## src/rtl/uart_frame_pkg.sv

```systemverilog
// uart_frame_pkg: shared types, defaults and checksum helper for the
// UART frame transmitter (uart_frame_tx, uart_byte_tx).
package uart_frame_pkg;

    typedef enum logic [1:0] {
        IDLE,
        START,
        DATA,
        STOP
    } tx_state_t;

    localparam logic [15:0] LIDAR_HEADER         = 16'h55AA;
    localparam int          DEFAULT_CLKS_PER_BIT = 868;
    localparam int          MAX_PAYLOAD_BYTES    = 16;
    localparam int          MAX_PAYLOAD_W        = MAX_PAYLOAD_BYTES * 8;

    // Modulo-256 sum of all bytes; callers zero-extend narrower payloads,
    // so unused upper bytes contribute nothing.
    function automatic logic [7:0] payload_checksum(
        input logic [MAX_PAYLOAD_W-1:0] data
    );
        logic [7:0] sum;
        sum = 8'h00;
        for (int i = 0; i < MAX_PAYLOAD_BYTES; i++) begin
            sum = sum + data[i*8 +: 8];
        end
        return sum;
    endfunction

endpackage

```

## src/rtl/uart_byte_tx.sv

```systemverilog
// uart_byte_tx: serialises one 8N1 byte (start, 8 data LSB first, stop).
// Ports: clk, reset (async, active-low), byte_valid/byte_data (load
// request, sampled in IDLE or on the last stop-bit cycle so consecutive
// bytes run without gaps), byte_done (pulse on last stop-bit cycle), txd.
module uart_byte_tx
    import uart_frame_pkg::*;
#(
    parameter int CLKS_PER_BIT = DEFAULT_CLKS_PER_BIT
) (
    input  logic       clk,
    input  logic       reset,
    input  logic       byte_valid,
    input  logic [7:0] byte_data,
    output logic       byte_done,
    output logic       txd
);

    localparam int             CW        = $clog2(CLKS_PER_BIT);
    localparam logic [CW-1:0]  BAUD_LAST = CW'(CLKS_PER_BIT - 1);

    tx_state_t     state;
    tx_state_t     state_next;
    logic [CW-1:0] baud_cnt;
    logic [2:0]    bit_idx;
    logic [7:0]    shreg;
    logic          baud_last;
    logic          load;

    assign baud_last = (baud_cnt == BAUD_LAST);

    always_comb begin
        state_next = state;
        load       = 1'b0;
        byte_done  = 1'b0;
        unique case (state)
            IDLE: begin
                if (byte_valid) begin
                    state_next = START;
                    load       = 1'b1;
                end
            end
            START: begin
                if (baud_last) state_next = DATA;
            end
            DATA: begin
                if (baud_last && bit_idx == 3'd7) state_next = STOP;
            end
            STOP: begin
                if (baud_last) begin
                    byte_done = 1'b1;
                    if (byte_valid) begin
                        state_next = START;
                        load       = 1'b1;
                    end else begin
                        state_next = IDLE;
                    end
                end
            end
            default: state_next = IDLE;
        endcase
    end

    // Decoded from state so an asynchronous reset forces the line idle
    // immediately.
    always_comb begin
        txd = 1'b1;
        unique case (state)
            START:   txd = 1'b0;
            DATA:    txd = shreg[0];
            default: txd = 1'b1;
        endcase
    end

    always_ff @(posedge clk or negedge reset) begin
        if (!reset) begin
            state    <= IDLE;
            baud_cnt <= '0;
            bit_idx  <= 3'd0;
            shreg    <= 8'h00;
        end else begin
            state <= state_next;
            if (state_next != state || baud_last || state == IDLE) begin
                baud_cnt <= '0;
            end else begin
                baud_cnt <= baud_cnt + CW'(1);
            end
            if (load) begin
                shreg   <= byte_data;
                bit_idx <= 3'd0;
            end else if (state == DATA && baud_last) begin
                shreg   <= {1'b0, shreg[7:1]};
                bit_idx <= bit_idx + 3'd1;
            end
        end
    end

endmodule

```

## src/rtl/uart_frame_tx.sv

```systemverilog
// uart_frame_tx: latches {header, payload[, checksum]} on send && ready and
// sends it as back-to-back 8N1 bytes, header then payload, MSB byte first.
// Ports: clk, reset (async, active-low), payload, send, ready, busy, txd,
// frame_done. Optional checksum byte: define UART_FRAME_CHECKSUM_EN.
module uart_frame_tx
    import uart_frame_pkg::*;
#(
    parameter int          CLKS_PER_BIT  = DEFAULT_CLKS_PER_BIT,
    parameter int          HEADER_BYTES  = 2,
    parameter logic [31:0] HEADER        = {16'h0000, LIDAR_HEADER},
    parameter int          PAYLOAD_BYTES = 6
) (
    input  logic                       clk,
    input  logic                       reset,
    input  logic [PAYLOAD_BYTES*8-1:0] payload,
    input  logic                       send,
    output logic                       ready,
    output logic                       busy,
    output logic                       txd,
    output logic                       frame_done
);

`ifdef UART_FRAME_CHECKSUM_EN
    localparam int CK_BYTES = 1;
`else
    localparam int CK_BYTES = 0;
`endif
    localparam int FRAME_BYTES = HEADER_BYTES + PAYLOAD_BYTES + CK_BYTES;
    localparam int FW          = FRAME_BYTES * 8;
    localparam int LW          = $clog2(FRAME_BYTES);

    logic [FW-1:0] frame_new;
    logic [FW-1:0] frame_q;
    logic [LW-1:0] bytes_left;
    logic          busy_q;
    logic          done_q;
    logic          accept;
    logic          byte_valid;
    logic [7:0]    byte_data;
    logic          byte_done;

`ifdef UART_FRAME_CHECKSUM_EN
    logic [7:0] check_byte;
    assign check_byte = payload_checksum(MAX_PAYLOAD_W'(payload));
    assign frame_new  = {HEADER[HEADER_BYTES*8-1:0], payload, check_byte};
`else
    assign frame_new  = {HEADER[HEADER_BYTES*8-1:0], payload};
`endif

    assign accept = send && !busy_q;

    // The first byte comes straight from the incoming frame so its start
    // bit begins the cycle after accept; later bytes come from frame_q,
    // which always holds the next byte in its top bits.
    always_comb begin
        byte_valid = 1'b0;
        byte_data  = 8'h00;
        if (busy_q) begin
            byte_valid = (bytes_left != '0);
            byte_data  = frame_q[FW-1 -: 8];
        end else begin
            byte_valid = send;
            byte_data  = frame_new[FW-1 -: 8];
        end
    end

    always_ff @(posedge clk or negedge reset) begin
        if (!reset) begin
            frame_q    <= '0;
            bytes_left <= '0;
            busy_q     <= 1'b0;
            done_q     <= 1'b0;
        end else begin
            done_q <= 1'b0;
            if (accept) begin
                busy_q     <= 1'b1;
                frame_q    <= frame_new << 8;
                bytes_left <= LW'(FRAME_BYTES - 1);
            end else if (busy_q && byte_done) begin
                if (bytes_left == '0) begin
                    busy_q <= 1'b0;
                    done_q <= 1'b1;
                end else begin
                    bytes_left <= bytes_left - LW'(1);
                    frame_q    <= frame_q << 8;
                end
            end
        end
    end

    assign ready      = !busy_q;
    assign busy       = busy_q;
    assign frame_done = done_q;

    uart_byte_tx #(
        .CLKS_PER_BIT (CLKS_PER_BIT)
    ) u_byte_tx (
        .clk        (clk),
        .reset      (reset),
        .byte_valid (byte_valid),
        .byte_data  (byte_data),
        .byte_done  (byte_done),
        .txd        (txd)
    );

endmodule
```

## config.mk

```make
export PLATFORM = sky130hd
export DESIGN_NAME = uart_frame_tx
export DESIGN_NICKNAME = d
export VERILOG_FILES = /design/src/rtl/uart_frame_pkg.sv /design/src/rtl/uart_byte_tx.sv /design/src/rtl/uart_frame_tx.sv
export SDC_FILE = /design/constraint.sdc
export NUM_CORES = 1
export LEC_CHECK = 0
export ABC_AREA = 1
export CAP_MARGIN = 40
export CELL_PAD_IN_SITES_DETAIL_PLACEMENT = 1
export CELL_PAD_IN_SITES_GLOBAL_PLACEMENT = 2
export CORE_MARGIN = 8
export CORE_UTILIZATION = 37
export CTS_BUF_LIST = sky130_fd_sc_hd__clkbuf_4
export DETAILED_ROUTE_END_ITERATION = 16
export HOLD_SLACK_MARGIN = 0.06
export PLACE_DENSITY_LB_ADDON = 0.12
export SLEW_MARGIN = 0
export SYNTH_ARGS = -nofsm -noshare
export SYNTH_HDL_FRONTEND = slang
export SYNTH_SLANG_ARGS = --single-unit
```

## constraint.sdc

```tcl
create_clock -name clk -period 4.4 [get_ports clk]
set_input_delay 0.44 -clock clk [delete_from_list [all_inputs] [get_ports clk]]
set_output_delay 0.44 -clock clk [all_outputs]
set_load 0.05 [all_outputs]
```

==> summary.md, run 1 <==
| Metric | Value |
|---|---|
| Ys Warns | `0` |
| Final min period | `2.81 ns` |
| Combinational Power Share | `0.047` |
| Worst Slack Setup Final | `~1.6 ns` |
| Synth top area cells | `dfrtp_1, nand2_1, a31oi_1, nor2_1, inv_1` |
| Dpl ws | `around 1.8 ns` |
| Routed WL | `~9700 µm` |
| DRC | `0` |
| Routed WL per cell | `14.8 µm` |
| Setup repair after global routing missed its margin | `false` |
| Flop2flop setup slack | `~1.9 ns` |
| Leak Pwr | `between 2 and 2.5 nW` |
| TritonCTS buffer count | `9` |
| Pwr Density | `275 nW/µm²` |
| Post-Syn Nets | `around 520` |
| CTS tree | `yes` |
| Hold depth | `2` |
| Post-detail-place hpwl | `6870 µm` |
| Skew-Pair Late Insertion Delay | `0.43 ns` |
| Pint | `just under 0.001 W` |
| Setup TNS | `0 ns` |
| GRT overflow | `0` |
| R2R cell count | `10` |
| Die W | `between 100 and 150 µm` |
| Hold worst-path end | `frame_q[56]` |
| Layout area overhead | `19.2%` |
| Slew HR | `0.452` |
| Final setup skew | `0.0256 ns` |
| Final hold violations | `0` |
| Critical path class | `register to output port` |
| Sw Share | `0.242` |
| Mapped Cells | `461` |
| Yosys top cell by area | `dfrtp_1` |
| Root Driver | `clkbuf_4` |
| Sequential area share after synthesis | `0.525` |
| First-pass GRT wire length | `around 17000 µm` |
| Post-CTS Setup Bufs | `0` |
| Switching power | `about 0.00032 W` |
| Total power | `~0.0013 W` |
| Vias in the first global route | `between 3k and 4k` |
| Top-count cell post-synth | `nand2_1` |
| Drt pass-1 iters | `4` |
| Clock power frac | `0.363` |
| Largest net degree at the start of global routing | `90` |
| Worst path arrival time | `2.37 ns` |
| Core box area | `10700 µm²` |
| Antenna viol nets, final | `0` |
| Max FO, Critical Path | `6` |
| Fmax | `roughly 360 MHz` |
| Endpoints failing setup | `0` |
| Syn Area/Cell | `about 8.7 µm²` |
| Final net count | `around 570` |
| Worst hold path class | `register to register` |
| CTS sink count | `84` |
| Worst Tran Pin Value | `around 0.8 ns` |
| Die Span Y | `between 100 and 150 µm` |
| Initial core utilization | `0.374` |
| Fin crit share | `0.639` |
| Worst IR Drop VDD | `approximately 0.00016 V` |
| Io pins | `between 50 and 60` |
| Via density | `a little under 5` |
| Number of max-cap violations | `0` |
| HP Start | `frame_q[48]` |
| Layout cells sized above 1 | `0.0916` |
| Die area | `around 14000 µm²` |
| Initial antenna violation count | `0` |
| Synth Register Bits | `84` |
| Antenna Cells | `0` |
| Slew Limit Fails | `0` |
| Critical path startpoint category | `register` |
| Row count | `38` |
| Setup crit end kind | `output port` |
| Synth Flop Type | `dfrtp_1` |
| Number of synthesized flops with an enable pin | `0` |
| Synthesized area | `around 4000 µm²` |
| Ys async rst share | `1.00` |
| Flop pwr share | `0.589` |
| Routability Congestion | `about 0.77` |
| Outcome | `completed` |
| Via count | `3176` |
| Reg-to-Reg End | `bytes_left[2]` |
| Share of the synthesized area in the top cell type | `0.525` |
| Number of buffers added on ports | `54` |
| H-Tree Depth | `3` |
| Starting DRT DRC Count | `between 150 and 200` |
| Gr usage total | `0.141` |
| # fillers | `between 1k and 1.5k` |
| Post-synth top cells | `nand2_1, dfrtp_1, nor2_1` |
| Distinct cell type count after synthesis | `33` |
| Required @ worst endpoint | `approximately 4.0 ns` |
| CTS clk-pin slew, worst paths | `0.15 ns` |
| RR Startpoint | `u_byte_tx.baud_cnt[0]` |
| Clock tree buffer depth | `2` |
[repair_timing]
item | CTS | global route
resized for setup | 0 | 0
endpoints found under the hold margin | 37 | 0
hold buffers | 1 | 0
[critical path: stages, from the launching register on]
cell and delay [ns]:
dfrtp_1 0.46, inv_1 0.15, ha_1 0.28, inv_1 0.09
nand2_1 0.08, nand2_1 0.09, clkdlybuf4s50_1 0.80
[final cells by class]
| type | count | area (µm²) | area share |
|---|---|---|---|
| inverters | 40 | 153 | 0.0320 |
| multi-input cells | 316 | 1630 | 0.342 |
| well taps | 140 | 175 | 0.0367 |
| clock inverters | 7 | 82.6 | 0.0173 |
| flip-flops and latches | 84 | 2100 | 0.440 |
| repair buffers | 57 | 563 | 0.118 |
| clock buffers | 9 | 67.6 | 0.0142 |
[cells by family after synthesis]
group	share of synthesized area
flip-flops	0.525
AO/OA/AOI/OAI	0.121
buffers and inverters	0.0678
XOR/XNOR	0.0175
adder cells (fa/ha/maj)	0.0313
AND/OR/NAND/NOR	0.237
[worst max-delay path by stage]
stage                       startpoint                    end
floorplan                         busy  u_byte_tx.baud_cnt[2]
detailed placement                send          bytes_left[2]
global route        u_byte_tx.state[0]                    txd
CTS                 u_byte_tx.state[0]                    txd
global placement                  send          bytes_left[2]
finish              u_byte_tx.state[0]                    txd
[routing by layer]
metal / up-vias / wire length (µm) / GRT usage
met2: 42 / 4750 / 0.242
met5: - / 0 / 0
met1: 1526 / 4540 / 0.173
met3: 10 / 263 / 0.0272
met4: 0 / 130 / 0.0539
li1: 1598 / - / -
[state kept, by name, summed over array words and instances, names as in the netlist]
| signal | flops |
|---|---|
| u_byte_tx.baud_cnt | 10 |
| busy | 1 |
| u_byte_tx.shreg | 8 |
| u_byte_tx.bit_idx | 3 |
| frame_done | 1 |
| bytes_left | 3 |
| frame_q | 56 |
| u_byte_tx.state | 2 |
[power groups by stage]
stage,sequential (W),clock (W),combinational [W]
after floorplan,0.000787,0,0.0000000932
after global placement,0.000787,0,0.0000642
after detailed placement,0.000787,0,0.0000636
after CTS,0.000772,0.000499,0.0000646
after global routing,0.000773,0.000527,0.0000684
final,0.000772,0.000476,0.0000621
[cells in the final DEF (no fill, tap or decap), types with 2 or more instances in the layout]
master           instances
a21oi_1                  7
nor2_1                  56
xor2_1                   6
inv_1                   34
clkinvlp_4               2
xnor2_1                  2
nand2_2                  3
inv_2                    5
clkinv_4                 2
a22o_1                  10
clkdlybuf4s50_1         53
nand2_1                129
ha_1                    10
a32oi_1                  3
nand4_1                  4
nor3_1                   2
buf_4                    3
nor2_4                   2
nand3_1                 13
nor2_2                  13
o21ai_1                  2
o22ai_1                  3
o21ai_0                  2
a31oi_1                 42
clkbuf_4                 9
dfrtp_1                 84
[metrics by stage]
step           cell area (µm²)  hold slack, ns   util  cells
2_1_floorplan             4000           0.144      -    461
3_3_place_gp              4610           0.453  0.431    636
3_5_place_dp              4610           0.454  0.431    636
4_1_cts                   4770           0.479  0.446    653
5_1_grt                   4770           0.503  0.446    653
6_report                  4770           0.469  0.446    653
No activity file was read; power rests on OpenSTA's default activity.
==> run 2, diff against run 1 <==
--- a/config.mk
+++ b/config.mk
@@ -10,7 +10,7 @@
 export CELL_PAD_IN_SITES_DETAIL_PLACEMENT = 1
 export CELL_PAD_IN_SITES_GLOBAL_PLACEMENT = 2
 export CORE_MARGIN = 8
-export CORE_UTILIZATION = 37
+export CORE_UTILIZATION = 31
 export CTS_BUF_LIST = sky130_fd_sc_hd__clkbuf_4
 export DETAILED_ROUTE_END_ITERATION = 16
 export HOLD_SLACK_MARGIN = 0.06
==> constraint.sdc (replaced) <==
create_clock -name clk -period 2.3 [get_ports clk]
set_input_delay 0.23 -clock clk [delete_from_list [all_inputs] [get_ports clk]]
set_output_delay 0.23 -clock clk [all_outputs]
set_load 0.05 [all_outputs]
==> run 2 against run 1 <==
- via count increased by 1.9%
- cell count up 6.0%
- die area grew 17%
- wire length rose by 5.1%
- first-iteration DRC count grew 6.3%
- sequential share of layout area decreased by 0.94 points
- utilization shrank 6.0 points
- setup slack got worse by 1.4 ns
- critical path type unchanged
- largest cell class unchanged
- highest routed layer unchanged
==> summary.md, run 2 (synthesis results as in run 1) <==
| Metric | Value |
|---|---|
| Outcome | `completed` |
| Die W | `130 µm (+8.0%)` |
| Via count | `3235 (+1.9%)` |
| Routed WL | `10200 µm (+5.1%)` |
| Critical path class | `register to output port` |
| Setup TNS | `0 ns (unchanged)` |
| GRT overflow | `0 (unchanged)` |
| Final net count | `576 (+1.2%)` |
| CTS sink count | `84 (unchanged)` |
| Number of max-cap violations | `0 (unchanged)` |
| Worst path arrival time | `1.87 ns (-0.50 ns)` |
| Slowest stage delay, CP | `0.82 ns (+0.02 ns)` |
| Most frequent cells in the layout | `nand2_1, dfrtp_1, nor2_1` |
| Slew Limit Fails | `0 (unchanged)` |
| Final min period | `roughly 2.1 ns` |
| Skew-Pair Late Insertion Delay | `0.45 ns (+0.02 ns)` |
| Io pins | `55 (unchanged)` |
| Max reg flops | `56 (unchanged)` |
| Crit-path slowest cell | `clkdlybuf4s50_1` |
| Layout area overhead | `21.8%` |
| CTS clk-pin slew, worst paths | `0.14 ns (about the same)` |
| Number of buffers added on ports | `54 (unchanged)` |
| # fillers | `1497 (+15%)` |
| CTS tree | `yes` |
| Via density | `4.67 (-3.9%)` |
| Initial core utilization | `0.317 (-0.0570)` |
| Endpoints failing setup | `0 (unchanged)` |
| Required @ worst endpoint | `2.07 ns (-1.89 ns)` |
| Final Util | `0.386 (-0.0597)` |
| Initial antenna violation count | `0 (unchanged)` |
| Row count | `41 (+7.9%)` |
| TritonCTS buffer count | `9 (unchanged)` |
| Core box area | `12600 µm² (+18%)` |
| Worst hold path class | `input pin to asynchronous set/reset pin` |
| Fmax | `about 480 MHz` |
| Largest regs | `frame_q: 56 flops, u_byte_tx.baud_cnt: 10 flops, u_byte_tx.shreg: 8 flops` |
| Vias in the first global route | `3557 (+0.91%)` |
| Worst IR Drop VDD | `0.000250 V (+55%)` |
| Setup crit end kind | `output port` |
| Largest net degree at the start of global routing | `49 (-46%)` |
| Pwr Density | `486 nW/µm² (+77%)` |
| Max FO, Critical Path | `5 (-1)` |
| DRC | `0 (unchanged)` |
| Post-CTS Setup Bufs | `0 (unchanged)` |
| Starting DRT DRC Count | `169 (+6.3%)` |
| Layout cells sized above 1 | `0.104 (+0.0122)` |
| Routed WL per cell | `14.7 µm (-0.83%)` |
| Slew HR | `0.598 (+0.146)` |
| Largest Register | `frame_q` |
| Leak Pwr | `2.15 nW (+1.9%)` |
| Critical path startpoint category | `register` |
| Gr usage total | `0.134 (-0.00794)` |
| Crit path buf inv count | `2 (-1)` |
| Antenna Cells | `0 (unchanged)` |
| Fin crit share | `0.913` |
| Drt pass-1 iters | `4 (unchanged)` |
| Root Driver | `clkbuf_4` |
| Post-detail-place hpwl | `7350 µm (+7.0%)` |
| Most common cell after layout, fill and taps aside | `nand2_1` |
| First-pass GRT wire length | `17700 µm (+6.0%)` |
| Setup repair after global routing missed its margin | `false` |
| Worst Tran Pin Value | `0.603 ns (-0.218 ns)` |
| Final setup skew | `0.0153 ns (-0.0103 ns)` |
| CP Cell Sequence | `inv_2 -> clkdlybuf4s50_1` |
| Final hold violations | `0 (unchanged)` |
| H-Tree Depth | `3 (unchanged)` |
| CP top delay family | `buffers and inverters` |
| Routability Congestion | `0.794 (+3.5%)` |
| Die Span Y | `130 µm (+8.0%)` |
| Clock tree buffer depth | `2 (unchanged)` |
| Die area | `16800 µm² (+17%)` |
| Antenna viol nets, final | `0 (unchanged)` |
run 2: final cells by class:
type                            instances  area, µm²  area share
Tap cell                              172        215      0.0441
Timing Repair Buffer                   64        663       0.136
Multi-Input combinational cell        316       1630       0.334
Clock inverter                          6       38.8     0.00795
Clock buffer                           10       75.1      0.0154
Inverter                               40        153      0.0313
Sequential cell                        84       2100       0.431
run 2: final timing paths:
| path | slack (ns) | start | to | cells after the start |
|---|---|---|---|---|
| max reg2reg | 0.28 | u_byte_tx.baud_cnt[0] | u_byte_tx.shreg[2] | 7 |
| max in group asynchronous | 1.39 | reset | u_byte_tx.shreg[5] | 3 |
| min reg2reg | 0.49 | u_byte_tx.baud_cnt[0] | u_byte_tx.baud_cnt[0] | 1 |
| max | 0.20 | busy | ready | 2 |
| min in group clk | 0.33 | payload[15] | frame_q[23] | 3 |
| min | 0.32 | reset | frame_q[48] | 2 |
run 2: per-layer routing:
| layer | global-route usage | wire length [µm] |
|---|---|---|
| met3 | 0.0399 | 345 |
| met2 | 0.210 | 4710 |
| met1 | 0.173 | 5010 |
| met4 | 0.0396 | 108 |
| met5 | 0 | 0 |
run 2: report_power, final:
group / leakage, nW / switching (W) / internal (W)
sequential: 1.11 / 0 / 0.00148
clock: 0.0642 / 0.000536 / 0.000233
combinational: 0.982 / 0.0000458 / 0.0000800
run 2: what timing repair did:
item                      CTS  global route
hold buffers                1             0
hold endpoints to repair   39             0
gates resized for setup     0             0
run 2: through the flow:
step	area [µm²]	setup WS (ns)	total power (W)	hold WS, ns	cells
6_report	4880	0.200	0.00237	0.316	692
5_1_grt	4880	0.0175	0.00250	0.282	692
4_1_cts	4880	0.136	0.00244	0.275	692
3_5_place_dp	4750	0.283	0.00163	0.294	675
3_3_place_gp	4750	0.351	0.00163	0.292	675
2_1_floorplan	4000	0.352	0.00151	-0.0656	461
